**src/rtl/br_perf_monitor.sv**
```systemverilog
// br_perf_monitor: per-run branch statistics (cycles, branches, mispredictions) with
// halt detection, drain window and frozen readout. Define BR_MON_STREAK_EN for max miss streak.
module br_perf_monitor #(
  parameter int unsigned CNT_W        = 32,
  parameter logic [31:0] HALT_INSTR   = 32'h0000_006F,
  parameter int unsigned HALT_CYCLES  = 8,
  parameter int unsigned DRAIN_CYCLES = 4
) (
  input  logic             clk_i,
  input  logic             rst_i,
  input  logic             br_instr_i,
  input  logic             br_misses_i,
  input  logic [31:0]      instr_i,
  input  logic             clr_i,
  input  logic             rd_req_i,
  input  logic [1:0]       rd_sel_i,
  output logic [CNT_W-1:0] rd_data_o,
  output logic             rd_vld_o,
  output logic             done_o,
  output logic             sat_o,
  output logic [1:0]       state_o
);

  typedef enum logic [1:0] {
    IDLE  = 2'd0,
    RUN   = 2'd1,
    DRAIN = 2'd2,
    DONE  = 2'd3
  } state_t;

  localparam int NCNT = 3;
  localparam logic [CNT_W-1:0] CNT_MAX = {CNT_W{1'b1}};
  localparam logic [CNT_W-1:0] CNT_ONE = {{(CNT_W-1){1'b0}}, 1'b1};
  localparam logic [8:0] HALT_TGT = 9'(HALT_CYCLES);
  localparam int unsigned DRAIN_LAST_I = (DRAIN_CYCLES == 0) ? 0 : DRAIN_CYCLES - 1;
  localparam logic [3:0] DRAIN_LAST = 4'(DRAIN_LAST_I);

  state_t           state_reg, state_next;
  logic [7:0]       halt_run_reg, halt_run_next;
  logic [3:0]       drain_cnt_reg, drain_cnt_next;
  logic             sat_reg, sat_next;
  logic             rd_vld_reg;
  logic [CNT_W-1:0] rd_data_reg;

  logic             instr_nz;
  logic             is_halt;
  logic             halt_hit;
  logic             cnt_en;
  logic [8:0]       halt_inc;
  logic [NCNT-1:0]  cnt_ev;
  logic [NCNT-1:0]  cnt_ovf;
  logic [CNT_W-1:0] cnt_val [NCNT];
  logic [CNT_W-1:0] max_streak_val;
  logic             streak_ovf;
  logic [CNT_W-1:0] rd_mux;

  assign instr_nz = |instr_i;
  assign is_halt  = (instr_i == HALT_INSTR);
  assign halt_inc = {1'b0, halt_run_reg} + 9'd1;
  assign halt_hit = is_halt && (halt_inc >= HALT_TGT);

  // The IDLE->RUN cycle is itself counted, so counting is enabled on that edge too.
  assign cnt_en = (state_reg == RUN) || (state_reg == DRAIN) ||
                  ((state_reg == IDLE) && instr_nz);

  // Counter order: 0 = cycles, 1 = branches, 2 = misses (matches rd_sel_i).
  assign cnt_ev = {br_misses_i, br_instr_i, 1'b1};

  always_comb begin
    state_next     = state_reg;
    halt_run_next  = halt_run_reg;
    drain_cnt_next = drain_cnt_reg;
    if (clr_i) begin
      state_next     = IDLE;
      halt_run_next  = 8'd0;
      drain_cnt_next = 4'd0;
    end else begin
      case (state_reg)
        IDLE, RUN: begin
          if (cnt_en) begin
            if (!is_halt) begin
              halt_run_next = 8'd0;
            end else if (halt_run_reg == 8'hFF) begin
              halt_run_next = 8'hFF;
            end else begin
              halt_run_next = halt_inc[7:0];
            end
            drain_cnt_next = 4'd0;
            if (halt_hit) begin
              state_next = (DRAIN_CYCLES == 0) ? DONE : DRAIN;
            end else begin
              state_next = RUN;
            end
          end
        end
        DRAIN: begin
          if (drain_cnt_reg == DRAIN_LAST) begin
            state_next = DONE;
          end else begin
            drain_cnt_next = drain_cnt_reg + 4'd1;
          end
        end
        default: begin
          state_next = DONE;
        end
      endcase
    end
  end

  genvar gi;
  generate
    for (gi = 0; gi < NCNT; gi++) begin : g_cnt
      logic [CNT_W-1:0] cnt_reg, cnt_next;
      logic             ovf;

      // Saturating increment; the would-be overflow is reported instead of wrapping.
      always_comb begin
        cnt_next = cnt_reg;
        ovf      = 1'b0;
        if (clr_i) begin
          cnt_next = '0;
        end else if (cnt_en && cnt_ev[gi]) begin
          if (cnt_reg == CNT_MAX) begin
            ovf = 1'b1;
          end else begin
            cnt_next = cnt_reg + CNT_ONE;
          end
        end
      end

      always_ff @(posedge clk_i or posedge rst_i) begin
        if (rst_i) begin
          cnt_reg <= '0;
        end else begin
          cnt_reg <= cnt_next;
        end
      end

      assign cnt_val[gi] = cnt_reg;
      assign cnt_ovf[gi] = ovf;
    end
  endgenerate

`ifdef BR_MON_STREAK_EN
  logic [CNT_W-1:0] streak_reg, streak_next;
  logic [CNT_W-1:0] max_streak_reg, max_streak_next;

  always_comb begin
    streak_next     = streak_reg;
    max_streak_next = max_streak_reg;
    streak_ovf      = 1'b0;
    if (clr_i) begin
      streak_next     = '0;
      max_streak_next = '0;
    end else if (cnt_en) begin
      if (!br_misses_i) begin
        streak_next = '0;
      end else if (streak_reg == CNT_MAX) begin
        streak_ovf = 1'b1;
      end else begin
        streak_next = streak_reg + CNT_ONE;
      end
      if (streak_next > max_streak_reg) begin
        max_streak_next = streak_next;
      end
    end
  end

  always_ff @(posedge clk_i or posedge rst_i) begin
    if (rst_i) begin
      streak_reg     <= '0;
      max_streak_reg <= '0;
    end else begin
      streak_reg     <= streak_next;
      max_streak_reg <= max_streak_next;
    end
  end

  assign max_streak_val = max_streak_reg;
`else
  assign max_streak_val = '0;
  assign streak_ovf     = 1'b0;
`endif

  assign sat_next = clr_i ? 1'b0 : (sat_reg | (|cnt_ovf) | streak_ovf);

  // Readout captures the pre-increment register value of the request edge.
  always_comb begin
    rd_mux = '0;
    case (rd_sel_i)
      2'd0:    rd_mux = cnt_val[0];
      2'd1:    rd_mux = cnt_val[1];
      2'd2:    rd_mux = cnt_val[2];
      default: rd_mux = max_streak_val;
    endcase
  end

  always_ff @(posedge clk_i or posedge rst_i) begin
    if (rst_i) begin
      state_reg     <= IDLE;
      halt_run_reg  <= 8'd0;
      drain_cnt_reg <= 4'd0;
      sat_reg       <= 1'b0;
      rd_vld_reg    <= 1'b0;
      rd_data_reg   <= '0;
    end else begin
      state_reg     <= state_next;
      halt_run_reg  <= halt_run_next;
      drain_cnt_reg <= drain_cnt_next;
      sat_reg       <= sat_next;
      rd_vld_reg    <= rd_req_i && !clr_i;
      if (rd_req_i && !clr_i) begin
        rd_data_reg <= rd_mux;
      end
    end
  end

  assign rd_data_o = rd_data_reg;
  assign rd_vld_o  = rd_vld_reg;
  assign done_o    = (state_reg == DONE);
  assign sat_o     = sat_reg;
  assign state_o   = state_reg;

endmodule

```
**config.mk**
```make
export PLATFORM = sky130hd
export DESIGN_NAME = br_perf_monitor
export DESIGN_NICKNAME = d
export VERILOG_FILES = /design/src/rtl/br_perf_monitor.sv
export SDC_FILE = /design/constraint.sdc
export NUM_CORES = 1
export LEC_CHECK = 0
export CORE_MARGIN = 2
export CORE_UTILIZATION = 40
export CTS_CLUSTER_SIZE = 8
export DETAILED_ROUTE_END_ITERATION = 10
export SYNTH_ARGS = -nofsm -noshare
export SYNTH_HDL_FRONTEND = slang
export SYNTH_SLANG_ARGS = --single-unit
```
**constraint.sdc**
```tcl
create_clock -name clk_i -period 5.75 [get_ports clk_i]
set_clock_uncertainty 0.1 [all_clocks]
set_input_delay 0.8625 -clock clk_i [delete_from_list [all_inputs] [get_ports clk_i]]
set_output_delay 0.8625 -clock clk_i [all_outputs]
set_load 0.1 [all_outputs]
```
==> results of run 1 <==
## synthesized netlist by cell type (3+ instances only)
cell / count / share of area
dfrtp_1: 144 / 0.44
nor2_1: 139 / 0.064
a21oi_1: 112 / 0.069
nand3_1: 51 / 0.031
nand2_1: 42 / 0.019
nand4_1: 35 / 0.027
clkbuf_1: 34 / 0.016
mux2i_1: 33 / 0.040
o21ai_0: 25 / 0.015
xnor2_1: 25 / 0.027
xor2_1: 25 / 0.027
nor4_1: 23 / 0.018
or3_1: 21 / 0.016
o31ai_1: 20 / 0.018
or4_1: 20 / 0.018
and3_1: 17 / 0.013
inv_1: 15 / 0.0069
and4_1: 10 / 0.011
ha_1: 10 / 0.015
buf_1: 9 / 0.0041
buf_2: 9 / 0.0055
nor3_1: 8 / 0.0049
a31oi_1: 7 / 0.0054
nand2b_1: 7 / 0.0054
and2_1: 6 / 0.0046
o22a_1: 6 / 0.0064
nor2b_1: 5 / 0.0038
a2111oi_0: 4 / 0.0043
a31o_2: 4 / 0.0043
mux2_2: 3 / 0.0041
or2_2: 3 / 0.0023
## cell usage in the layout (no fill, tap or decap), drive strengths merged, types with 2 or more instances in the layout
| cell | instances |
|---|---|
| a2111oi | 7 |
| a211oi | 3 |
| a21o | 2 |
| a21oi | 112 |
| a31o | 4 |
| a31oi | 7 |
| a41oi | 2 |
| and2 | 7 |
| and3 | 17 |
| and3b | 2 |
| and4 | 11 |
| buf | 10 |
| bufinv | 2 |
| clkbuf | 21 |
| clkdlybuf4s50 | 74 |
| clkinv | 6 |
| clkinvlp | 2 |
| dfrtp | 144 |
| ha | 10 |
| inv | 16 |
| mux2 | 3 |
| mux2i | 33 |
| nand2 | 43 |
| nand2b | 7 |
| nand3 | 51 |
| nand4 | 38 |
| nor2 | 139 |
| nor2b | 5 |
| nor3 | 8 |
| nor4 | 24 |
| o21ai | 25 |
| o21ba | 2 |
| o22a | 6 |
| o31ai | 21 |
| or2 | 5 |
| or3 | 22 |
| or4 | 21 |
| xnor2 | 25 |
| xor2 | 25 |
## power by group through the flow
stage / registers, mW / logic, mW / clock network, mW
finish: 1.09 / 0.549 / 1.12
global route: 1.09 / 0.584 / 1.18
CTS: 1.09 / 0.553 / 1.13
detailed placement: 1.11 / 0.552 / 0
global placement: 1.11 / 0.551 / 0
floorplan: 1.32 / 0.195 / 0
## layout make-up
cell class	instances	area (µm²)	share of cell area
multi-input combinational	701	4300	0.443
sequential	144	3600	0.371
timing repair buffer	84	813	0.0838
clock buffer	21	460	0.0474
tap	270	338	0.0348
clock inverter	11	133	0.0137
inverter	15	61.3	0.00631
## critical path: stages
cell and delay [ns]:
clkdlybuf4s50_1 0.39, nor4_1 0.37, nand4_1 0.27, o31ai_2 0.76, a21o_1 0.85, mux2_2 0.41
## per-stage QoR
stage	setup WS [ns]	power [mW]	hold WS, ns	util	instances
5_1_grt	1.75	2.86	0.449	0.481	1246
3_5_place_dp	1.60	1.66	0.403	0.452	1214
6_report	2.02	2.75	0.411	0.481	1246
2_1_floorplan	0.921	1.51	0.375	-	915
4_1_cts	2.05	2.78	0.418	0.481	1246
3_3_place_gp	1.68	1.66	0.393	0.452	1214
## cell families (layout without fill, tap and decap cells)
family	after synthesis	count (layout)	synth area share
buffers and inverters	70	131	0.0358
adder cells (fa/ha/maj)	10	10	0.0153
flip-flops	144	144	0.440
XOR/XNOR	50	50	0.0535
multiplexers	36	36	0.0445
AO/OA/AOI/OAI	199	199	0.149
AND/OR/NAND/NOR	406	406	0.261
## worst min path at each step
stage / start / end / slack (ns) / depth (start not counted)
after global placement: drain_cnt_reg[1] / drain_cnt_reg[1] / 0.39 / 2
after detailed placement: drain_cnt_reg[1] / drain_cnt_reg[1] / 0.40 / 2
after global routing: drain_cnt_reg[1] / drain_cnt_reg[1] / 0.45 / 2
after floorplan: drain_cnt_reg[1] / drain_cnt_reg[1] / 0.38 / 2
final: drain_cnt_reg[1] / drain_cnt_reg[1] / 0.41 / 2
after CTS: drain_cnt_reg[1] / drain_cnt_reg[1] / 0.42 / 2
## per-layer routing
metal,global-route usage,up-vias,share of wire
met1,0.281,3440,0.47
met4,0.0630,0,0.016
met5,0,-,0
li1,-,3435,-
met3,0.0276,24,0.042
met2,0.313,164,0.47
==> impl_metrics.py, run 1 <==
metrics = {
    "cts": {
        "cts_hold_buf": 0,
        "clockRootBuffer": "clkbuf_16",
        "clk_pin_slew_worst_paths_ns": 0.06,
        "clockBufferDepth": 2,
        "post-cts-setup-buffers": 0,
        "cts_max_level": 4,
        "cts-resized-gates": 0,
        "cts_made_buffers": 17,
        "clkLatencyLatePin_ns": 0.43,
        "cts_tree": "yes",
        "cts_num_sinks": 144,
    },
    "synth": {
        "syn_inst": 915,
        "synth_edf_count": 0,
        "avgSynthCellArea_um2": 8.94,
        "synth-seq-cells": 144,
        "synth.distinct_cells": 65,
        "synth_nets": 965,
        "ys.flop_type": "dfrtp_1",
        "ys_async_sr_fraction": 1.00,
        "syn-cell-area_um2": 8180,
        "yosysWarnings": 0,
        "seq_area_frac_synth": 0.440,
    },
    "sta": {
        "hold_viol_final": 0,
        "fmaxAchievable_mhz": 268,
        "period_share": 0.648,
        "setup_viol": 0,
        "drv_slew": 0,
        "relSlewSlack": 0.204,
        "min_period_ns": 3.73,
        "rsz0062_at_grt": "no",
        "final.setup.tns_ns": 0,
        "worstMarginPinSlew_ns": 1.19,
    },
    "floorplanning": {
        "core_um2": 20200,
        "die_area_um2": 21600,
        "die-height_um": 147,
        "rows": 52,
        "ios": 77,
        "die_w_um": 147,
        "start_util": 0.406,
    },
    "power_and_ir_drop": {
        "ir_drop_mv": 0.216,
        "power_frac_seq": 0.395,
        "p_leak_nw": 3.90,
        "clkPwrFrac": 0.406,
        "p_sw_frac": 0.327,
        "switchingPower_uw": 900,
        "internal_power_mw": 1.85,
        "power.density_nw_per_um2": 284,
        "power_frac_comb": 0.199,
    },
    "placement": {
        "dpl_cell_area_um2": 9120,
        "portBuffers": 76,
        "gp_congestion": 0.829,
        "dp_hpwl_mm": 14.6,
    },
    "route": {
        "drcViolationCount": 0,
        "avgRoutedWirePerCell_um": 17.0,
        "detail_route.vias_per_cell": 5.67,
        "vias": 7063,
        "antenna_left": 0,
        "drt_first_iter_violations": 538,
        "first_pass_iters": 5,
        "totalWireLength_mm": 21.1,
    },
    "global_route": {
        "grt_max_degree": 66,
        "antenna_found_initial": 0,
        "grt_pass1_vias": 6546,
        "grtUsageTotal": 0.197,
        "grt_pass1_wl_mm": 34.3,
        "grt_overflow": 0,
    },
    "critical_path": {
        "cp.required_ns": 5.96,
        "startpoint_type": "input port",
        "cp-end-kind": "flip-flop",
        "cp_max_fo": 39,
        "worstPathArrival_ns": 3.94,
        "crit_path_start": "instr_i[13]",
        "r2r_start": "g_cnt[0].cnt_reg[3]",
        "r2r_slack_ns": 2.61,
        "worstSetupPathType": "input port to flip-flop",
        "endpoint": "g_cnt[0].cnt_reg[0]",
        "r2r-end": "g_cnt[0].cnt_reg[0]",
        "reg2reg_depth": 5,
    },
    "cells_and_area": {
        "fin_nets": 1013,
        "n_antenna_cell": 0,
        "fin_area_um2": 9710,
        "largest_reg_flops": 96,
        "fillers": 1939,
        "area_growth_pct": 18.7,
        "layout-drive-gt1-share": 0.0717,
    },
    "status": {
        "run_status": "completed",
    },
    "worst_hold_path": {
        "min_path_type": "flip-flop to flip-flop",
    },
    "job": {
        "drv_cap": 0,
    },
}
No activity file was read; power rests on OpenSTA's default activity.
==> inputs of run 2 (changes only) <==
- clock period: 5.75 -> 3.61 ns (I/O delays scaled with it)
==> run 2 against run 1 <==
Compared with the run above: die area stayed put; first-iteration DRC count is 6.9% higher; sequential share of layout area shrank 0.54 points; routed wire length is 2.2% higher; combinational power up 67%; largest cell class unchanged; core utilization increased by 0.71 points; worst hold slack lost 0.0076 ns; setup slack got worse by 1.2 ns; register-to-register slack got worse by 1.8 ns; via count decreased by 0.31%.
==> impl_metrics.py, run 2 (synthesis gave the netlist of run 1 again) <==
metrics = {
    "critical_path": {
        "cp-end-kind": "flip-flop",
        "startpoint_type": "flip-flop",
        "crit_family": "simple AND/OR/NAND/NOR gates",
        "crit_chain": "inv_1 > ha_1 > and3b_1 > a31oi_2 > nand4_1 > or3_2 > a21oi_1",
        "worstPathArrival_ns": 3.04,
        "cp_max_fo": 12,
        "cp.required_ns": 3.85,
        "cpPeakStageDelay_ns": 0.54,
        "cp.buffers_inverters": 1,
        "worstSetupPathType": "flip-flop to flip-flop",
        "cpMaxStageDelayCell": "or3_2",
    },
    "placement": {
        "gp_congestion": 0.831,
        "dp_hpwl_mm": 15.2,
        "dpl_cell_area_um2": 9260,
        "dp_slack_ns": 0.519,
        "dp_cells": 1227,
        "portBuffers": 76,
    },
    "cells_and_area": {
        "n_antenna_cell": 0,
        "largest_reg_flops": 96,
        "layout_common_cells": "144 x dfrtp_1, 139 x nor2_1, 112 x a21oi_1",
        "final_common_cell": "dfrtp_1",
        "area_growth_pct": 20.4,
        "layout-drive-gt1-share": 0.0841,
        "fin_area_um2": 9850,
        "final_cells": 1257,
        "fin_nets": 1026,
        "fin_util": 0.489,
    },
    "power_and_ir_drop": {
        "p_leak_nw": 3.98,
        "power.density_nw_per_um2": 451,
        "ir_drop_mv": 0.311,
        "power_mw": 4.44,
    },
    "sta": {
        "post-route-worst-setup-slack_ns": 0.802,
        "final.setup.tns_ns": 0,
        "worstMarginPinSlew_ns": 0.992,
        "hold_viol_final": 0,
        "relSlewSlack": 0.337,
        "drv_slew": 0,
        "rsz0062_at_grt": "no",
        "setup_viol": 0,
        "period_share": 0.778,
        "whs_ns": 0.403,
        "fmaxAchievable_mhz": 356,
        "min_period_ns": 2.81,
    },
    "global_route": {
        "grt_pass1_wl_mm": 35.9,
        "grt_pass1_vias": 6701,
        "grt_overflow": 0,
        "antenna_found_initial": 0,
        "grtUsageTotal": 0.208,
        "grt_max_degree": 86,
    },
    "status": {
        "run_status": "completed",
    },
    "cts": {
        "clockRootBuffer": "clkbuf_16",
        "cts_hold_buf": 0,
        "cts_num_sinks": 144,
        "clockBufferDepth": 2,
        "post-cts-setup-buffers": 0,
        "cts_max_level": 4,
        "cts_tree": "yes",
        "clk_pin_slew_worst_paths_ns": 0.06,
        "cts_made_buffers": 17,
        "cts-resized-gates": 0,
        "clkLatencyLatePin_ns": 0.42,
    },
    "route": {
        "first_pass_iters": 5,
        "wl_met2_mm": 10.1,
        "vias": 7041,
        "drt_first_iter_violations": 575,
        "avgRoutedWirePerCell_um": 17.2,
        "drcViolationCount": 0,
        "antenna_left": 0,
        "wl_met3_um": 984,
        "dr.max_layer_used": "met4",
        "drt-met1-wl_mm": 10.3,
        "detail_route.vias_per_cell": 5.60,
        "totalWireLength_mm": 21.6,
    },
    "floorplanning": {
        "start_util": 0.406,
        "die_area_um2": 21600,
        "die-height_um": 147,
        "die_w_um": 147,
        "core_um2": 20200,
        "rows": 52,
        "ios": 77,
    },
    "job": {
        "drv_cap": 0,
    },
    "worst_hold_path": {
        "min_path_type": "input port to flip-flop",
    },
}
-- run 2: cell types whose count changed in the layout (fill, tap and decap cells not counted) --
| cell | delta |
|---|---|
| clkinv_2 | +2 |
| buf_12 | +4 |
| clkbuf_8 | -2 |
| clkbuf_1 | -2 |
| clkinvlp_4 | +1 |
| clkinv_4 | -3 |
| bufinv_16 | +1 |
| buf_4 | +9 |
| inv_6 | +1 |
-- run 2: per-layer routing --
layer	up-vias	GRT usage
li1	3454	-
met1	3417	0.298
met2	156	0.326
met3	14	0.0416
met4	0	0.0490
met5	-	0
-- run 2: power breakdown --
group / switching, mW / leakage (nW) / internal, mW
Combinational: 0.673 / 1.75 / 0.244
Sequential: 0.0554 / 1.94 / 1.68
Clock: 0.707 / 0.286 / 1.08
-- run 2: layout make-up --
| class | count | area, µm² |
|---|---|---|
| inverter | 15 | 60.1 |
| tap | 270 | 338 |
| sequential | 144 | 3600 |
| clock buffer | 17 | 425 |
| multi-input combinational | 701 | 4300 |
| fill | 1924 | 10300 |
| clock inverter | 13 | 164 |
| timing repair buffer | 97 | 961 |
-- run 2: path summary, 6_finish.rpt --
| check | cells after the start | from | slack (ns) | endpoint |
|---|---|---|---|---|
| worst max-delay path | 7 | state_o[1] | 0.80 | g_cnt[1].cnt_reg[9] |
| worst min-delay path | 2 | clr_i | 0.40 | g_cnt[1].cnt_reg[26] |
| worst max register to register | 7 | state_o[1] | 0.80 | g_cnt[1].cnt_reg[9] |
| worst min register to register | 2 | drain_cnt_reg[1] | 0.42 | drain_cnt_reg[1] |
| max in group asynchronous | 3 | rst_i | 2.17 | g_cnt[2].cnt_reg[6] |
| min in group asynchronous | 2 | rst_i | 0.55 | g_cnt[1].cnt_reg[28] |
==> inputs of run 3 (changes only) <==
- clock period: 3.61 -> 2.9 ns (I/O delays scaled with it)
==> run 3 against run 2 <==
Compared with the run above: flip-flop and latch count unchanged; first-iteration DRC count decreased by 21%; final cell count increased by 1.7%; die area unchanged; sequential power increased by 24%; setup slack got worse by 0.60 ns; critical path type unchanged; critical endpoint is now g_cnt[1].cnt_reg[22]; largest cell class unchanged.
==> impl_metrics.py, run 3 (synthesis gave the netlist of run 1 again) <==
metrics = {
    "power_and_ir_drop": {
        "p_leak_nw": 4.12,
        "ir_drop_mv": 0.393,
        "power_mw": 5.55,
        "power.density_nw_per_um2": 560,
    },
    "critical_path": {
        "worstPathArrival_ns": 2.93,
        "cpMaxStageDelayCell": "or3_1",
        "reg2reg_depth": 7,
        "cpPeakStageDelay_ns": 0.49,
        "cp-end-kind": "flip-flop",
        "worstSetupPathType": "flip-flop to flip-flop",
        "crit_chain": "ha_1 > and4_1 > nor4bb_1 > a21bo_1 > or3_1 > or4_1 > a21oi_1",
        "cp_max_fo": 12,
        "cp.required_ns": 3.14,
        "startpoint_type": "flip-flop",
    },
    "cts": {
        "cts_num_sinks": 144,
        "clk_pin_slew_worst_paths_ns": 0.07,
        "clkLatencyLatePin_ns": 0.42,
        "cts-resized-gates": 0,
        "cts_hold_buf": 0,
        "clockRootBuffer": "clkbuf_16",
        "post-cts-setup-buffers": 0,
        "cts_tree": "yes",
        "cts_max_level": 4,
        "clockBufferDepth": 2,
        "cts_made_buffers": 17,
    },
    "job": {
        "drv_cap": 0,
    },
    "cells_and_area": {
        "n_antenna_cell": 0,
        "multi_input_area_um2": 4300,
        "final_cells": 1278,
        "seq_area_um2": 3610,
        "fin_nets": 1045,
        "largest_reg_flops": 96,
        "layout_common_cells": "142 x dfrtp_1, 139 x nor2_1, 112 x a21oi_1",
        "fin_area_um2": 9920,
        "layout-drive-gt1-share": 0.142,
        "area_growth_pct": 21.3,
        "fin_util": 0.492,
        "final_common_cell": "dfrtp_1",
        "fillers": 1928,
    },
    "sta": {
        "post-route-worst-setup-slack_ns": 0.204,
        "whs_ns": 0.293,
        "final.setup.tns_ns": 0,
        "rsz0062_at_grt": "no",
        "fmaxAchievable_mhz": 371,
        "hold_viol_final": 0,
        "setup_viol": 0,
        "worstMarginPinSlew_ns": 0.813,
        "drv_slew": 0,
        "relSlewSlack": 0.458,
        "period_share": 0.930,
        "min_period_ns": 2.70,
    },
    "floorplanning": {
        "die_area_um2": 21600,
        "rows": 52,
        "core_um2": 20200,
        "die-height_um": 147,
        "start_util": 0.406,
        "die_w_um": 147,
        "ios": 77,
    },
    "global_route": {
        "antenna_found_initial": 0,
        "grt_overflow": 0,
        "grt_max_degree": 72,
        "grt_pass1_wl_mm": 35.6,
        "grtUsageTotal": 0.205,
        "grt_pass1_vias": 6773,
    },
    "placement": {
        "dp_hpwl_mm": 15.5,
        "gp_congestion": 0.839,
        "dpl_cell_area_um2": 9330,
        "dp_cells": 1246,
        "dp_slack_ns": 0.0320,
        "portBuffers": 76,
    },
    "route": {
        "vias": 7126,
        "first_pass_iters": 5,
        "totalWireLength_mm": 21.2,
        "detail_route.vias_per_cell": 5.58,
        "drt_first_iter_violations": 454,
        "antenna_left": 0,
        "drcViolationCount": 0,
        "avgRoutedWirePerCell_um": 16.6,
    },
    "worst_hold_path": {
        "min_path_type": "input port to asynchronous set/reset pin",
    },
    "status": {
        "run_status": "completed",
    },
}
-- run 3: changes by cell type in the layout (fill, tap and decap cells not counted), moves of 3 or more --
| cell | previous run | this run |
|---|---|---|
| inv_8 | 0 | 6 |
| buf_4 | 18 | 73 |
| clkinv_2 | 3 | 0 |
| clkdlybuf4s50_1 | 74 | 37 |
-- run 3: power breakdown --
group | switching (mW) | internal, mW | total, mW
registers | 0.0641 | 2.09 | 2.15
clock network | 0.993 | 1.23 | 2.23
logic | 0.851 | 0.324 | 1.18
-- run 3: worst paths after layout --
path,from,end,slack [ns]
setup / recovery,g_cnt[1].cnt_reg[0],g_cnt[1].cnt_reg[22],0.20
hold / removal,rst_i,rd_data_o[26],0.29
setup reg to reg,g_cnt[1].cnt_reg[0],g_cnt[1].cnt_reg[22],0.20
hold reg to reg,drain_cnt_reg[1],drain_cnt_reg[1],0.41
max in group asynchronous,rst_i,g_cnt[2].cnt_reg[4],1.66
min in group clk_i,clr_i,g_cnt[0].cnt_reg[27],0.35
-- run 3: layout make-up --
type | instances | area share
clock buffer | 17 | 0.0429
clock inverter | 15 | 0.0168
inverter | 15 | 0.00605
multi-input combinational | 701 | 0.434
sequential | 144 | 0.363
tap | 270 | 0.0341
timing repair buffer | 116 | 0.103
-- run 3: critical path: cells and delay by family (launching register included) --
family,cells,cell delay [ns]
AOI/OAI and AO/OA,2,0.52
adders and majority gates,1,0.24
DFF,1,0.44
and+or+nand+nor,4,1.31
-- run 3: metal layers --
| metal | share of wire | vias up | track usage |
|---|---|---|---|
| met4 | 0.018 | 0 | 0.0625 |
| li1 | - | 3514 | - |
| met2 | 0.45 | 147 | 0.315 |
| met5 | 0 | - | 0 |
| met1 | 0.48 | 3437 | 0.296 |
| met3 | 0.044 | 28 | 0.0366 |
